## src/rtl/pipeline_pkg.sv

```systemverilog
// Shared types and constants for the RV64 pipeline control logic.
// Scoreboard entries describe one in-flight instruction from EX onward.
package pipeline_pkg;

  localparam int SB_AW = 5;
  localparam int FWD_SEL_RF = 0;
  localparam logic [31:0] NOP_INSN = 32'h00000013;

  typedef struct packed {
    logic             valid;
    logic [SB_AW-1:0] rd;
    logic             reg_write;
    logic             is_load;
    logic [SB_AW-1:0] rs1;
    logic [SB_AW-1:0] rs2;
    logic             use_rs1;
    logic             use_rs2;
  } sb_entry_t;

endpackage

```

## src/rtl/sat_counter.sv

```systemverilog
// Saturating up-counter with asynchronous active-high reset.
// Stops at all-ones instead of wrapping.
module sat_counter #(
  parameter int CNT_W = 32
) (
  input  logic             clk,
  input  logic             rst,
  input  logic             inc,
  output logic [CNT_W-1:0] cnt
);

  always_ff @(posedge clk or posedge rst) begin
    if (rst) begin
      cnt <= '0;
    end else if (inc && (cnt != '1)) begin
      cnt <= cnt + CNT_W'(1);
    end
  end

endmodule

```

## src/rtl/pipeline_hazard_unit.sv

```systemverilog
// Hazard and forwarding controller for the 5-stage RV64 pipeline.
// A shift-register scoreboard of EX-onward instructions drives all decisions.
module pipeline_hazard_unit
  import pipeline_pkg::*;
#(
  parameter  int REG_AW     = 5,
  parameter  int FWD_DEPTH  = 2,
  parameter  int LOAD_STAGE = 2,
  parameter  int CNT_W      = 32,
  localparam int FSW        = $clog2(FWD_DEPTH + 1)
) (
  input  logic              clk,
  input  logic              rst,
  input  logic              dec_valid,
  input  logic [REG_AW-1:0] dec_rs1,
  input  logic [REG_AW-1:0] dec_rs2,
  input  logic              dec_use_rs1,
  input  logic              dec_use_rs2,
  input  logic [REG_AW-1:0] dec_rd,
  input  logic              dec_reg_write,
  input  logic              dec_mem_read,
  input  logic              ex_redirect,
  input  logic              mem_ready,
  output logic              pc_write,
  output logic              ifid_write,
  output logic              ifid_flush,
  output logic              idex_bubble,
  output logic [FSW-1:0]    forward_a,
  output logic [FSW-1:0]    forward_b,
  output logic [CNT_W-1:0]  stall_cnt,
  output logic [CNT_W-1:0]  flush_cnt
);

  sb_entry_t r_sb [0:FWD_DEPTH];
  sb_entry_t w_dec;
  logic      w_stall;
  logic      w_stall_inc;
  logic      w_flush_inc;

  function automatic logic hit(sb_entry_t e, logic [SB_AW-1:0] s);
    return e.valid && e.reg_write && (e.rd == s) && (e.rd != '0);
  endfunction

  always_comb begin
    w_dec           = '0;
    w_dec.valid     = 1'b1;
    w_dec.rd        = SB_AW'(dec_rd);
    w_dec.reg_write = dec_reg_write;
    w_dec.is_load   = dec_mem_read;
    w_dec.rs1       = SB_AW'(dec_rs1);
    w_dec.rs2       = SB_AW'(dec_rs2);
    w_dec.use_rs1   = dec_use_rs1;
    w_dec.use_rs2   = dec_use_rs2;
  end

  // Walk oldest to newest so the nearest eligible producer wins.
  always_comb begin
    forward_a = FSW'(FWD_SEL_RF);
    forward_b = FSW'(FWD_SEL_RF);
    for (int k = FWD_DEPTH; k >= 1; k--) begin
      if ((k >= LOAD_STAGE) || !r_sb[k].is_load) begin
        if (r_sb[0].valid && r_sb[0].use_rs1 &&
            hit(r_sb[k], r_sb[0].rs1))
          forward_a = FSW'(k);
        if (r_sb[0].valid && r_sb[0].use_rs2 &&
            hit(r_sb[k], r_sb[0].rs2))
          forward_b = FSW'(k);
      end
    end
  end

  always_comb begin
    w_stall = 1'b0;
    for (int j = 0; j <= FWD_DEPTH; j++) begin
      if ((j + 1 < LOAD_STAGE) && r_sb[j].is_load) begin
        if ((dec_use_rs1 && hit(r_sb[j], w_dec.rs1)) ||
            (dec_use_rs2 && hit(r_sb[j], w_dec.rs2)))
          w_stall = 1'b1;
      end
    end
    w_stall = w_stall && dec_valid;
  end

  always_comb begin
    pc_write    = 1'b1;
    ifid_write  = 1'b1;
    ifid_flush  = 1'b0;
    idex_bubble = 1'b0;
    if (!mem_ready) begin
      pc_write   = 1'b0;
      ifid_write = 1'b0;
    end else if (ex_redirect) begin
      ifid_flush  = 1'b1;
      idex_bubble = 1'b1;
    end else if (w_stall) begin
      pc_write    = 1'b0;
      ifid_write  = 1'b0;
      idex_bubble = 1'b1;
    end
  end

  assign w_stall_inc = mem_ready && w_stall && !ex_redirect;
  assign w_flush_inc = mem_ready && ex_redirect;

  always_ff @(posedge clk or posedge rst) begin
    if (rst) begin
      for (int k = 0; k <= FWD_DEPTH; k++)
        r_sb[k] <= '0;
    end else if (mem_ready) begin
      for (int k = 1; k <= FWD_DEPTH; k++)
        r_sb[k] <= r_sb[k-1];
      if (dec_valid && !w_stall && !ex_redirect)
        r_sb[0] <= w_dec;
      else
        r_sb[0] <= '0;
    end
  end

  sat_counter #(.CNT_W(CNT_W)) u_stall_cnt (
    .clk (clk),
    .rst (rst),
    .inc (w_stall_inc),
    .cnt (stall_cnt)
  );

  sat_counter #(.CNT_W(CNT_W)) u_flush_cnt (
    .clk (clk),
    .rst (rst),
    .inc (w_flush_inc),
    .cnt (flush_cnt)
  );

endmodule
```

## config.mk

```make
export PLATFORM = sky130hd
export DESIGN_NAME = pipeline_hazard_unit
export DESIGN_NICKNAME = d
export VERILOG_FILES = /design/src/rtl/pipeline_pkg.sv /design/src/rtl/sat_counter.sv /design/src/rtl/pipeline_hazard_unit.sv
export SDC_FILE = /design/constraint.sdc
export NUM_CORES = 1
export LEC_CHECK = 0
export CAP_MARGIN = 10
export CORE_MARGIN = 4
export CORE_UTILIZATION = 28
export DETAILED_ROUTE_END_ITERATION = 6
export GPL_TIMING_DRIVEN = 0
export PLACE_DENSITY = 0.5
export SLEW_MARGIN = 0
export SYNTH_ARGS = -nofsm -noshare
export SYNTH_HDL_FRONTEND = slang
export SYNTH_SLANG_ARGS = --single-unit
```

## constraint.sdc

```tcl
create_clock -name clk -period 3.6 [get_ports clk]
set_input_delay 0.72 -clock clk [delete_from_list [all_inputs] [get_ports clk]]
set_output_delay 0.72 -clock clk [all_outputs]
set_load 0.01 [all_outputs]
```

==> flow_summary.ini <==
[routing]
drc = 0
dr.pass1.iters = 4
drt_iter0_drc = 130
wire_per_inst_um = 16.2
drt-total-wl_um = 12200
vias_per_cell = 4.71
ant_nets = 0
via_count = 3529

[timing]
period_share_pct = 94.9
timing_hold_violations_final = 0
fmax_ghz = 0.293
fin_crit_ns = 3.42
rsz0062_at_grt = false
hold_slack_ns = 0.500
tightest_slew_ns = 0.660
worst_slack_ns = 0.184
slew_violations = 0
maxSlewHeadroom_pct = 56.0
fin_skew_ns = 0.0103
setup_viol = 0

[logic_synthesis]
yosys_warnings = 0
synthSimpleGateAreaFrac_pct = 19.3
synth_edf_count = 0
synth_async_sr_flop_share_pct = 100
netlist_instances = 418
ys_types = 44
muxShareOfSynthArea_pct = 4.00
avgSynthCellArea_um2 = 11.4
synth_top_family_by_area = simple AND/OR/NAND/NOR gates
synthXorXnorAreaFrac_pct = 16.8
synth_compound_area_share_pct = 5.54
synth-seq-area-share_pct = 51.8
synthFlopType = dfrtp_1
syn_nets = 444
synth_area_um2 = 4780
synthAdderAreaFrac_pct = 0.523
ys_ff_latch = 99

[pwr]
vdd_drop_max_mv = 0.251
p_int_uw = 1900
power_switching_uw = 637
power_density_nw_per_um2 = 400
p_seq_share_pct = 49.1
clkPwrFrac_pct = 38.5
comb_power_share_pct = 12.3
leakage_uw = 0.00269
sw_frac_of_total_pct = 25.1

[critical_path]
crit_fanout = 4
reg2reg_from = u_stall_cnt.cnt[3]
crit_top_cell = clkdlybuf4s50_1
r2r_cells = 7
start_kind = input port
cp-startpoint = dec_rs2[0]
endpoint_kind = output pin
ff2ff_setup_slack_ns = 1.48
slowest_delay_ns = 0.56
path_cells = clkdlybuf4s50_1, xnor2_1, nand4_1, o22ai_4, nand3_1, a21oi_1, clkdlybuf4s50_1
cp.arrival_ns = 2.70
crit_slowest_cell = clkdlybuf4s50_1
path_class = input port to output pin
worstPathRequired_ns = 2.88

[floorplanning]
die_w_um = 139
dieArea_um2 = 19200
ioPinCount = 96
fp.coreArea_um2 = 16600
initial_core_util_pct = 28.7
chipHeight_um = 139
num_rows = 47

[layout]
area_delta_synth_final_pct = 32.6
antennaDiodeCount = 0
final_cell_mix = dfrtp_1, clkdlybuf4s50_1, xnor2_1
drive_gt1_share_pct = 10.6
final_common_cell = dfrtp_1
design_area_um2 = 6340
fillCellCount = 1647
nNetsFinal = 551

[clock_tree]
cts_sinks = 99
htree_levels = 3
path_clk_slew_ns = 0.06
hold_buffers = 0
numCtsBuffers = 9
cts.root.buffer_cell = clkbuf_16
cts_tree = done
clock_latency_ns = 0.35
cts_buffer_depth = 2

[grt]
overflow = 0
first_global_vias = 3883
grt_pass1_wl_um = 21100
antenna_found_initial = 0
grt_max_degree = 51
grt.total_usage_pct = 13.4

[place]
placed_area_um2 = 6030
dp_hpwl_um = 8910
place.gp.congestion = 0.815
pre_cts_slack_ns = -0.0183
port_buffers = 94

[flow_run]
maxCapViolCount = 0

[worst_hold_path]
min_path_type = register to register
hold_start = u_flush_cnt.cnt[22]
hold_depth = 1

[status]
outcome = complete, no violations
[layout make-up]
type | count | area, um2 | area share (%)
flip-flops and latches | 99 | 2480 | 39.1
multi-input cells | 300 | 2220 | 35.0
repair buffers | 96 | 976 | 15.4
well taps | 220 | 275 | 4.34
clock buffers | 12 | 246 | 3.89
plain buffers | 12 | 71.3 | 1.12
clock inverters | 4 | 50.0 | 0.789
inverters | 7 | 28.8 | 0.454
[power groups by stage]
stage                     clock (uW)  sequential, uW  combinational (uW)
after floorplan                    0            1260                 163
after global placement             0            1270                 305
after detailed placement           0            1270                 317
after CTS                       1020            1250                 319
after global routing            1060            1260                 346
final                            978            1250                 313
[layer usage]
metal / GRT usage (%) / vias up / part of all wire [%]
met5: 0 / - / 0
met4: 3.60 / 0 / 1.2
met3: 4.14 / 11 / 4.8
met2: 22.0 / 57 / 49
met1: 17.2 / 1752 / 45
li1: - / 1709 / -
[worst max-delay path, delay by kind of cell]
kind                   cells  cell delay [ns]
XOR/XNOR                   1             0.16
AND/OR/NAND/NOR            2             0.29
AO/OA/AOI/OAI              2             0.41
buffers and inverters      2             1.10
[kinds of logic (layout without fill, tap and decap cells)]
logic type | count (synthesis) | count (layout)
and+or+nand+nor | 159 | 159
DFF | 99 | 99
xor gates and xnor gates | 92 | 92
AOI/OAI and AO/OA | 30 | 30
buffers and inverters | 19 | 131
muxes | 17 | 17
adders and majority gates | 2 | 2
[stage by stage]
stage,setup TNS [ns],utilization [%],total power [uW],instances
2_1_floorplan,0,-,1430,418
3_3_place_gp,-135.47,36.1,1570,732
3_5_place_dp,-0.0202,36.2,1590,733
4_1_cts,0,38.1,2590,749
5_1_grt,0,38.1,2670,750
6_report,0,38.1,2540,750
[synthesized netlist by cell type (all sizes together), types with 7 or more instances]
cell,number,share of area (%)
nor2,16,1.3
nor3,10,1.0
a22o,19,3.5
dfrtp,99,52
and3,12,1.6
nand3,33,3.5
mux2,17,4.0
nand4,26,3.4
and4,10,2.0
inv,7,0.55
xor2,24,4.4
xnor2,68,12
nand2,32,2.5
[final timing paths]
path,endpoint
setup / recovery,idex_bubble
hold / removal,u_flush_cnt.cnt[22]
setup reg to reg,u_stall_cnt.cnt[14]
hold reg to reg,u_flush_cnt.cnt[22]
max in group asynchronous,r_sb[37]
min in group asynchronous,u_flush_cnt.cnt[1]
[repair_timing]
| action | 4_1_cts | 5_1_grt |
|---|---|---|
| setup buffers | 0 | 1 |
| gates resized for setup | 1 | 0 |
| pin swaps | 0 | 1 |
| endpoints found under the setup margin | 2 | 2 |
[sequential cells by signal (all words and copies together) (netlist names)]
| name | cells |
|---|---|
| r_sb | 35 |
| u_flush_cnt.cnt | 32 |
| u_stall_cnt.cnt | 32 |
Power figures use the tool's default switching activity.
